## src/rtl/dprintf_4_arbiter.sv

```systemverilog
// Four-way round-robin arbiter into a single holding register that feeds the dprintf engine.
// Optional per-port address offset enabled by DPRINTF_ARB_ADDR_OFFSET_EN; 1-cycle latency, reloads on engine ack.
module dprintf_4_arbiter #(
    parameter logic [15:0] PORT_OFFSET = 16'd40
) (
    input  logic        clk,
    input  logic        reset,
    input  logic        dprintf_req0__valid,
    input  logic [15:0] dprintf_req0__address,
    input  logic [63:0] dprintf_req0__data_0,
    input  logic [63:0] dprintf_req0__data_1,
    input  logic        dprintf_req1__valid,
    input  logic [15:0] dprintf_req1__address,
    input  logic [63:0] dprintf_req1__data_0,
    input  logic [63:0] dprintf_req1__data_1,
    input  logic        dprintf_req2__valid,
    input  logic [15:0] dprintf_req2__address,
    input  logic [63:0] dprintf_req2__data_0,
    input  logic [63:0] dprintf_req2__data_1,
    input  logic        dprintf_req3__valid,
    input  logic [15:0] dprintf_req3__address,
    input  logic [63:0] dprintf_req3__data_0,
    input  logic [63:0] dprintf_req3__data_1,
    output logic [3:0]  dprintf_req_ack,
    output logic        dprintf_req__valid,
    output logic [15:0] dprintf_req__address,
    output logic [63:0] dprintf_req__data_0,
    output logic [63:0] dprintf_req__data_1,
    input  logic        dprintf_ack
);

`ifdef DPRINTF_ARB_ADDR_OFFSET_EN
    localparam bit OFFSET_EN = 1'b1;
`else
    localparam bit OFFSET_EN = 1'b0;
`endif

    typedef enum logic {ST_EMPTY = 1'b0, ST_FULL = 1'b1} state_t;

    state_t      state_q, state_d;
    logic [15:0] hold_addr_q, hold_addr_d;
    logic [63:0] hold_d0_q, hold_d0_d;
    logic [63:0] hold_d1_q, hold_d1_d;
    logic [1:0]  hold_src_q, hold_src_d;

    logic [3:0]  req_vld;
    logic [15:0] req_addr [4];
    logic [63:0] req_d0 [4];
    logic [63:0] req_d1 [4];

    logic        load;
    logic        win_vld;
    logic [1:0]  win_idx;
    logic [1:0]  rr_idx;
    logic [15:0] cap_addr;

    assign req_vld     = {dprintf_req3__valid, dprintf_req2__valid,
                          dprintf_req1__valid, dprintf_req0__valid};
    assign req_addr[0] = dprintf_req0__address;
    assign req_addr[1] = dprintf_req1__address;
    assign req_addr[2] = dprintf_req2__address;
    assign req_addr[3] = dprintf_req3__address;
    assign req_d0[0]   = dprintf_req0__data_0;
    assign req_d0[1]   = dprintf_req1__data_0;
    assign req_d0[2]   = dprintf_req2__data_0;
    assign req_d0[3]   = dprintf_req3__data_0;
    assign req_d1[0]   = dprintf_req0__data_1;
    assign req_d1[1]   = dprintf_req1__data_1;
    assign req_d1[2]   = dprintf_req2__data_1;
    assign req_d1[3]   = dprintf_req3__data_1;

    // The source index of the last capture doubles as the round-robin pointer.
    always_comb begin
        win_vld = 1'b0;
        win_idx = 2'd0;
        rr_idx  = 2'd0;
        for (int k = 1; k <= 4; k++) begin
            rr_idx = hold_src_q + 2'(k);
            if (!win_vld && req_vld[rr_idx]) begin
                win_vld = 1'b1;
                win_idx = rr_idx;
            end
        end
    end

    assign load     = !reset && ((state_q == ST_EMPTY) || dprintf_ack);
    assign cap_addr = req_addr[win_idx] + (OFFSET_EN ? (16'(win_idx) * PORT_OFFSET) : 16'd0);

    always_ff @(posedge clk) begin
        if (reset) begin
            state_q     <= ST_EMPTY;
            hold_addr_q <= 16'd0;
            hold_d0_q   <= 64'd0;
            hold_d1_q   <= 64'd0;
            hold_src_q  <= 2'd3;
        end else begin
            state_q     <= state_d;
            hold_addr_q <= hold_addr_d;
            hold_d0_q   <= hold_d0_d;
            hold_d1_q   <= hold_d1_d;
            hold_src_q  <= hold_src_d;
        end
    end

    always_comb begin
        state_d     = state_q;
        hold_addr_d = hold_addr_q;
        hold_d0_d   = hold_d0_q;
        hold_d1_d   = hold_d1_q;
        hold_src_d  = hold_src_q;
        if (load) begin
            state_d = win_vld ? ST_FULL : ST_EMPTY;
            if (win_vld) begin
                hold_addr_d = cap_addr;
                hold_d0_d   = req_d0[win_idx];
                hold_d1_d   = req_d1[win_idx];
                hold_src_d  = win_idx;
            end
        end
    end

    always_comb begin
        dprintf_req_ack      = 4'd0;
        dprintf_req__valid   = (state_q == ST_FULL);
        dprintf_req__address = hold_addr_q;
        dprintf_req__data_0  = hold_d0_q;
        dprintf_req__data_1  = hold_d1_q;
        if (load && win_vld) begin
            dprintf_req_ack = 4'b0001 << win_idx;
        end
    end

endmodule

```

## config.mk

```make
export PLATFORM = sky130hd
export DESIGN_NAME = dprintf_4_arbiter
export DESIGN_NICKNAME = d
export VERILOG_FILES = /design/src/rtl/dprintf_4_arbiter.sv
export SDC_FILE = /design/constraint.sdc
export NUM_CORES = 1
export LEC_CHECK = 0
export CORE_AREA = 2 2 286 288
export CTS_BUF_LIST = sky130_fd_sc_hd__clkbuf_8 sky130_fd_sc_hd__clkbuf_16
export DETAILED_ROUTE_END_ITERATION = 12
export DIE_AREA = 0 0 288 290
export PLACE_DENSITY_LB_ADDON = 0.25
export SYNTH_ARGS = -nofsm -noshare
export SYNTH_HDL_FRONTEND = slang
export SYNTH_SLANG_ARGS = --single-unit
```

## constraint.sdc

```tcl
create_clock -name clk -period 2.6 [get_ports clk]
set_input_delay 0.78 -clock clk [delete_from_list [all_inputs] [get_ports clk]]
set_output_delay 0.78 -clock clk [all_outputs]
set_load 0.01 [all_outputs]
```

==> results of run 1 <==
## timing repair
item / 4_1_cts / 5_1_grt
gates resized for setup: 55 / 5
hold buffers: 0 / 0
pin swaps: 8 / 1
setup endpoints to repair: 123 / 6
setup buffers: 13 / 1
## report_power, final
group          switching, mW  internal [mW]
combinational           2.20           2.65
sequential             0.239           2.68
clock                   1.27           1.34
total                   3.71           6.67
## cell families after synthesis
family / Yosys count
buffers and inverters: 146
AO/OA/AOI/OAI: 504
AND/OR/NAND/NOR: 107
multiplexers: 152
flip-flops: 147
## cell type report
cell class / count / area, sq um
sequential: 147 / 2945
multi-input combinational: 763 / 6409
fill: 8671 / 60350
clock buffer: 17 / 425.4
clock inverter: 15 / 147.6
antenna: 2 / 5.005
inverter: 1 / 5.005
tap: 1060 / 1326
timing repair buffer: 851 / 8541
## per-layer routing
layer	vias to the layer above	track usage [%]	routed length [um]
met4	4	4.688	1481
met1	5997	16.50	25260
met5	-	0	22
met2	516	27.18	33270
met3	69	3.907	4291
li1	5739	-	-
## how the worst max path moves through the flow
stage / startpoint / end / slack [ns] / depth (start not counted)
2_1_floorplan: dprintf_req3__valid / dprintf_req_ack[0] / 0.0009 / 7
3_3_place_gp: dprintf_req2__valid / dprintf_req__data_0[44] / -0.91 / 10
3_5_place_dp: dprintf_req2__valid / dprintf_req__data_0[44] / -0.89 / 10
4_1_cts: dprintf_req3__valid / dprintf_req_ack[1] / -0.07 / 9
5_1_grt: dprintf_req3__valid / dprintf_req_ack[1] / -0.12 / 9
6_report: dprintf_req3__valid / dprintf_req_ack[1] / -0.08 / 9
## synthesized netlist by cell type, drive strengths merged (3+ instances only)
cell type  number  area [sq um]
mux2           57         641.9
dfxtp         147          2943
nor3            4         25.02
clkbuf         67         251.5
nand4          57         356.6
buf            78         469.2
a31o            8         70.07
a211oi        158          1536
nand2          17         66.32
nor2b           4         27.53
a21oi         138         690.7
a221o          57         570.6
o31a           79         691.9
and3            8         50.05
o31ai          57         427.9
mux2i          95         950.9
nor2            9         33.78
nand2b          3         18.77
o21ai           3         15.01
## stage by stage
stage	utilization, %	setup TNS (ns)	instances
3_5_place_dp	23.76	-90.16	2808
2_1_floorplan	-	0	1056
6_report	24.71	-0.1322	2856
3_3_place_gp	23.76	-90.14	2808
5_1_grt	24.70	-0.2866	2855
4_1_cts	24.67	-0.1036	2853
## critical path, stage by stage
cell and delay, ns:
buf_6 0.10, nor2b_4 0.14, buf_6 0.11, o21a_4 0.20
nor3_4 0.19, buf_6 0.13, buf_6 0.09, nor2_4 0.03
buf_12 0.12
## state kept, by name, summed over array words and instances (netlist names)
| register | count |
|---|---|
| hold_src_q | 2 |
| dprintf_req__address | 16 |
| dprintf_req__data_0 | 64 |
| dprintf_req__data_1 | 64 |
| dprintf_req__valid | 1 |
==> impl_metrics.yaml, run 1 <==
floorplanning:
  io_pins: 732
  std_cell_rows: 104
  dieWidth_um: 288
  initial_core_util_pct: 12.36
  fp.coreArea_sq_um: 80160
  die_h_um: 290
  die_area_sq_um: 83520
global_routing:
  antenna_found_initial: 4
  grt_overflow: 0
  grt_max_degree: 66
  grtUsageTotal_pct: 14.84
  grt_pass1_vias: 13320
  grt_pass1_wl_mm: 91.33
pwr:
  ir_drop_v: 0.0004487
  report.power.total_mw: 10.38
  leakage_nw: 7.125
  power_density_nw_per_um2: 524.3
drt:
  drt-vias-per-instance: 4.315
  vias: 12330
  final_antenna_net_count: 0
  firstDrtPassIters: 5
  finalWirelength_mm: 64.33
  drc: 0
  drt-wirelength-per-cell_um: 22.53
  first_iter_violations: 579
logic_synthesis:
  ys.flop_type: "dfxtp_1"
  synth_nets: 1639
  ys_seq_area_share_pct: 29.71
  synth_edf_count: 0
  ys_seq_elements: 147
  synth.avg_cell_area_sq_um: 9.379
  synth_top_family_by_area: "compound AO/OA/AOI/OAI gates"
  yosys.area_share.simple_pct: 6.139
  synthArstFlopShare_pct: 0
  synth_xor_area_share_pct: 0
  synth_compound_area_share_pct: 40.75
  synth_cells: 1056
  ys_types: 36
  muxShareOfSynthArea_pct: 16.08
  yosys_warnings: 0
  synthesis.area_sq_um: 9904
  synthAdderAreaFrac_pct: 0
place:
  io_buffers: 731
  hpwlAfterDp_mm: 48.51
  placement.cell_area_sq_um: 19050
  place_congestion: 0.8323
  dp_slack_ns: -0.8867
setup_path:
  cp-end-kind: "primary output"
  crit_type: "input port to primary output"
  crit_path_max_fanout: 3
  timing.rr.end: "dprintf_req__data_0[53]"
  cp.required_ns: 1.82
  cp.arrival_ns: 1.90
  reg2reg_from: "hold_src_q[0]"
  reg2regPathDepth: 9
  r2r_slack_ns: 0.21
  start_kind: "input port"
sta:
  relSlewSlack_pct: 56.06
  hold_violations: 0
  rsz0062_at_grt: "true"
  fmax_ghz: 0.3733
  fin_crit_ns: 2.678
  clock_skew_ns: 0.02082
  finalSetupViolCount: 4
  period_share_pct: 103.0
  slew_violations: 0
  worst_slew_pin_slew_ns: 0.6592
  fin_ws_ns: -0.07849
  hold_ws_ns: 0.4855
finish:
  layout-drive-gt1-share_pct: 14.33
  design_area_sq_um: 19800
  syn_to_final_growth_pct: 99.95
  final_cell_mix: "clkdlybuf4s50_1 (721), dfxtp_1 (145), a21oi_1 (137)"
  final_nets: 2364
  final_common_cell: "clkdlybuf4s50_1"
clock_tree:
  cts_tree: "built"
  numCtsBuffers: 17
  clock-sinks: 147
  root_buffer: "clkbuf_16"
  cts_max_level: 4
  clk_pin_slew_ns: 0.07
  insertion_delay_ns: 0.48
  clk_path_buf_depth: 2
worst_hold_path:
  holdPathEnd: "dprintf_req__data_0[5]"
  hold_start: "dprintf_req__data_0[5]"
  hold_class: "register to register"
  hold_path_depth: 1
outcome:
  status: "finished, violations left"
  violations: "negative setup slack"
run:
  maxCapViolCount: 0
Note: power is estimated with default switching activity, not from simulation.
==> run 2: changes to the inputs <==
--- a/config.mk
+++ b/config.mk
@@ -9,6 +9,7 @@
 export CTS_BUF_LIST = sky130_fd_sc_hd__clkbuf_8 sky130_fd_sc_hd__clkbuf_16
 export DETAILED_ROUTE_END_ITERATION = 12
 export DIE_AREA = 0 0 288 290
+export MAX_ROUTING_LAYER = met4
 export PLACE_DENSITY_LB_ADDON = 0.25
 export SYNTH_ARGS = -nofsm -noshare
 export SYNTH_HDL_FRONTEND = slang
==> impl_metrics.yaml, run 2 (same netlist as run 1, synthesis figures left out) <==
outcome:
  status: "finished, violations left"
  violations: "negative setup slack"
drt:
  drt-wirelength-per-cell_um: 22.52
  firstDrtPassIters: 5
  final_antenna_net_count: 0
  first_iter_violations: 498
  drt-vias-per-instance: 4.313
  finalWirelength_mm: 64.35
  drc: 0
  vias: 12320
sta:
  rsz0062_at_grt: "true"
  tns_ns: -0.1276
  fin_ws_ns: -0.07379
  period_share_pct: 102.8
  fin_crit_ns: 2.674
  relSlewSlack_pct: 55.50
  fmax_ghz: 0.3740
  slew_violations: 0
  finalSetupViolCount: 4
  hold_ws_ns: 0.4870
  hold_violations: 0
  worst_slew_pin_slew_ns: 0.6675
  clock_skew_ns: 0.01822
floorplanning:
  dieWidth_um: 288
  fp.coreArea_sq_um: 80160
  io_pins: 732
  std_cell_rows: 104
  die_h_um: 290
  die_area_sq_um: 83520
  initial_core_util_pct: 12.36
place:
  dp_slack_ns: -0.8867
  hpwlAfterDp_mm: 48.51
  place_congestion: 0.8450
  io_buffers: 731
setup_path:
  cp.arrival_ns: 1.89
  cp.required_ns: 1.82
  crit_type: "input port to primary output"
  endpoint: "dprintf_req_ack[1]"
  cp-end-kind: "primary output"
  r2r_slack_ns: 0.21
  start_kind: "input port"
  timing.rr.end: "dprintf_req__data_0[53]"
  crit_path_max_fanout: 3
  setup.worst_path.start: "dprintf_req3__valid"
  critical_path.slowest_cell: "o21a_4"
  cp_common_cell: "buf_6"
  slowest_delay_ns: 0.20
  path_cells: "buf_6 -> nor2b_4 -> buf_6 -> o21a_4 -> nor3_4 -> buf_6 -> buf_6 -> nor2_4 -> buf_12"
  reg2regPathDepth: 9
  reg2reg_from: "hold_src_q[0]"
clock_tree:
  insertion_delay_ns: 0.48
  cts_max_level: 4
  clk_path_buf_depth: 2
  numCtsBuffers: 17
  clk_pin_slew_ns: 0.07
  clock-sinks: 147
  root_buffer: "clkbuf_16"
  cts_tree: "built"
finish:
  final_cell_mix: "clkdlybuf4s50_1 (721), dfxtp_1 (145), a21oi_1 (136)"
  final_nets: 2364
  layout-drive-gt1-share_pct: 14.38
  fin_util_pct: 24.71
  fillCellCount: 8668
  regArea_sq_um: 2945
  syn_to_final_growth_pct: 100.0
  multi_input_area_sq_um: 6412
  final_common_cell: "clkdlybuf4s50_1"
worst_hold_path:
  hold_class: "register to register"
  hold_path_depth: 1
pwr:
  report.power.total_mw: 10.38
  leakage_nw: 7.125
  power_density_nw_per_um2: 524.1
  ir_drop_v: 0.0004498
global_routing:
  grtUsageTotal_pct: 15.28
  antenna_found_initial: 3
  grt_max_degree: 66
  grt_pass1_wl_mm: 91.27
  grt_overflow: 0
  grt_pass1_vias: 13310
run:
  maxCapViolCount: 0
-- run 2: cell types whose count changed in the layout (fill, tap and decap cells not counted) --
cell / change
a21oi_1: -1
a21oi_2: +1
diode_2: +1
-- run 2: worst max-delay path, delay by kind of cell --
| family | cells | cell delay [ns] |
|---|---|---|
| and+or+nand+nor | 3 | 0.37 |
| buffers and inverters | 5 | 0.54 |
| AOI/OAI and AO/OA | 1 | 0.20 |
-- run 2: report_power, final --
part	internal, mW	switching (mW)
Sequential	2.68	0.240
Clock	1.34	1.27
Combinational	2.65	2.20
Total	6.67	3.71
-- run 2: stage by stage --
stage	instance area [sq um]	cells
3_3_place_gp	19050	2808
5_1_grt	19810	2857
6_report	19810	2857
4_1_cts	19770	2853
3_5_place_dp	19050	2808
2_1_floorplan	9951	1056
-- run 2: what timing repair did --
item	CTS	global route
buffers inserted	13	1
hold endpoints to repair	0	0
pin swaps	8	1
resized for setup	55	6
gates cloned	0	0
hold buffers	0	0
endpoints found under the setup margin	123	6
-- run 2: worst min path at each step --
stage | startpoint | to | slack [ns]
2_1_floorplan | hold_src_q[0] | hold_src_q[0] | 0.51
3_3_place_gp | dprintf_req__data_0[37] | dprintf_req__data_0[37] | 0.47
3_5_place_dp | dprintf_req__data_1[37] | dprintf_req__data_1[37] | 0.47
4_1_cts | dprintf_req__data_0[5] | dprintf_req__data_0[5] | 0.49
5_1_grt | dprintf_req__data_1[9] | dprintf_req__data_1[9] | 0.51
6_report | dprintf_req__data_0[5] | dprintf_req__data_0[5] | 0.49
-- run 2: layer usage --
metal,part of all wire (%),global-route usage (%),wire length (um)
met1,40,16.58,25550
met2,52,27.27,33240
met4,2.3,4.562,1505
met3,6.3,3.719,4059
met5,0,-,0
-- run 2: final cells by class --
type	instances	share of cell area, %
inverter	1	0.02526
multi-input combinational	763	32.37
timing repair buffer	851	43.11
clock inverter	15	0.7453
sequential	147	14.87
antenna	3	0.03790
clock buffer	17	2.147
tap	1060	6.695
==> run 3: changes to the inputs <==
--- a/config.mk
+++ b/config.mk
@@ -5,10 +5,12 @@
 export SDC_FILE = /design/constraint.sdc
 export NUM_CORES = 1
 export LEC_CHECK = 0
-export CORE_AREA = 2 2 286 288
+export CELL_PAD_IN_SITES_DETAIL_PLACEMENT = 1
+export CELL_PAD_IN_SITES_GLOBAL_PLACEMENT = 2
+export CORE_AREA = 2 2 284 286
 export CTS_BUF_LIST = sky130_fd_sc_hd__clkbuf_8 sky130_fd_sc_hd__clkbuf_16
 export DETAILED_ROUTE_END_ITERATION = 12
-export DIE_AREA = 0 0 288 290
+export DIE_AREA = 0 0 286 288
 export MAX_ROUTING_LAYER = met4
 export PLACE_DENSITY_LB_ADDON = 0.25
 export SYNTH_ARGS = -nofsm -noshare
==> impl_metrics.yaml, run 3 (same netlist as run 1, synthesis figures left out) <==
floorplanning:
  dieWidth_um: 286
  die_h_um: 288
  io_pins: 732
  std_cell_rows: 104
  initial_core_util_pct: 12.44
  fp.coreArea_sq_um: 79640
  die_area_sq_um: 82370
setup_path:
  crit_buf_inv: 3
  crit_type: "input port to primary output"
  cp.required_ns: 1.82
  path_depth: 7
  critical_path.slowest_cell: "o21a_4"
  cp_top_family: "buffers and inverters"
  start_kind: "input port"
  crit_path_max_fanout: 6
  cp.arrival_ns: 1.79
  reg2regPathDepth: 8
  slowest_delay_ns: 0.21
  cp-end-kind: "primary output"
  path_cells: "buf_4 -> nor2b_4 -> o21a_4 -> nor3_4 -> buf_6 -> nor2_2 -> buf_2"
pwr:
  leakage_nw: 6.973
  power_density_nw_per_um2: 534.1
  ir_drop_v: 0.0004862
  report.power.total_mw: 10.45
clock_tree:
  cts_tree: "built"
  cts_max_level: 4
  hold_buffers: 0
  insertion_delay_ns: 0.50
  clock-sinks: 147
  clk_path_buf_depth: 2
  clk_pin_slew_ns: 0.07
  numCtsBuffers: 17
  root_buffer: "clkbuf_16"
sta:
  tns_ns: 0
  hold_violations: 0
  slew_violations: 0
  period_share_pct: 98.99
  fin_crit_ns: 2.574
  relSlewSlack_pct: 37.53
  finalSetupViolCount: 0
  worst_slew_pin_slew_ns: 0.9371
  clock_skew_ns: 0.02074
  fmax_ghz: 0.3885
  fin_ws_ns: 0.02615
drt:
  final_antenna_net_count: 0
  firstDrtPassIters: 4
  finalWirelength_mm: 70.68
  drc: 0
  first_iter_violations: 432
  vias: 12170
  drt-wirelength-per-cell_um: 24.99
  drt-vias-per-instance: 4.302
worst_hold_path:
  hold_path_depth: 1
  hold_class: "register to register"
place:
  dp_slack_ns: -1.013
  io_buffers: 731
  hpwlAfterDp_mm: 52.03
  dp.cells: 2779
  place_congestion: 0.8685
finish:
  final_cell_mix: "clkdlybuf4s50_1 (721), dfxtp_1 (145), a21oi_1 (137)"
  syn_to_final_growth_pct: 97.45
  final_common_cell: "clkdlybuf4s50_1"
  final_nets: 2333
  layout-drive-gt1-share_pct: 12.88
  fin_cells: 2828
global_routing:
  grt_pass1_wl_mm: 98.42
  grt_pass1_vias: 13290
  grt_overflow: 0
  antenna_found_initial: 6
  grtUsageTotal_pct: 16.96
  grt_max_degree: 75
outcome:
  status: "completed"
run:
  maxCapViolCount: 0
==> run 3: changes by cell type in the layout (fill, tap and decap cells not counted), sizes merged <==
cell,change
diode,+2
clkdlybuf4s15,-1
buf,-31
clkinv,-1
inv,+1
dlygate4sd2,+1
==> run 3: power breakdown <==
group	internal, mW	switching (mW)	total (mW)
Sequential	2.68	0.247	2.92
Combinational	2.59	2.25	4.84
Clock	1.34	1.34	2.68
Total	6.61	3.84	10.4
==> run 3: final timing paths <==
path	end	startpoint	slack, ns
max	dprintf_req_ack[3]	dprintf_req1__valid	0.03
min	dprintf_req__data_0[48]	dprintf_req__data_0[48]	0.49
max reg2reg	dprintf_req__address[3]	hold_src_q[0]	0.25
min reg2reg	dprintf_req__data_0[48]	dprintf_req__data_0[48]	0.49
==> run 3: metal layers <==
layer | vias to the layer above | GRT usage (%) | wire [um]
met4 | 0 | 4.385 | 1192
met5 | - | - | 0
met2 | 407 | 30.56 | 37240
met3 | 49 | 4.612 | 4531
li1 | 5683 | - | -
met1 | 6027 | 18.28 | 27720
==> run 3: repair_timing <==
action                                 CTS  global route
setup buffers                            8             4
pin swaps                                5             2
setup endpoints to repair              148            58
resized for setup                       56             6
cloned                                   0             0
endpoints found under the hold margin    0             0
==> run 3: cell type report <==
class	count	area [sq um]
Sequential cell	147	2948
Multi-Input combinational cell	763	6421
Antenna cell	5	12.51
Clock buffer	17	425.4
Inverter	1	5.005
Tap cell	1060	1326
Timing Repair Buffer	820	8274
Fill cell	9120	60080
Clock inverter	15	143.9
==> run 3: stage by stage <==
step,cell area [sq um],hold slack (ns),util (%)
global route,19560,0.5026,24.56
floorplan,9951,0.5076,-
CTS,19490,0.4915,24.47
detailed placement,18790,0.4721,23.60
global placement,18790,0.4687,23.60
finish,19560,0.4856,24.56
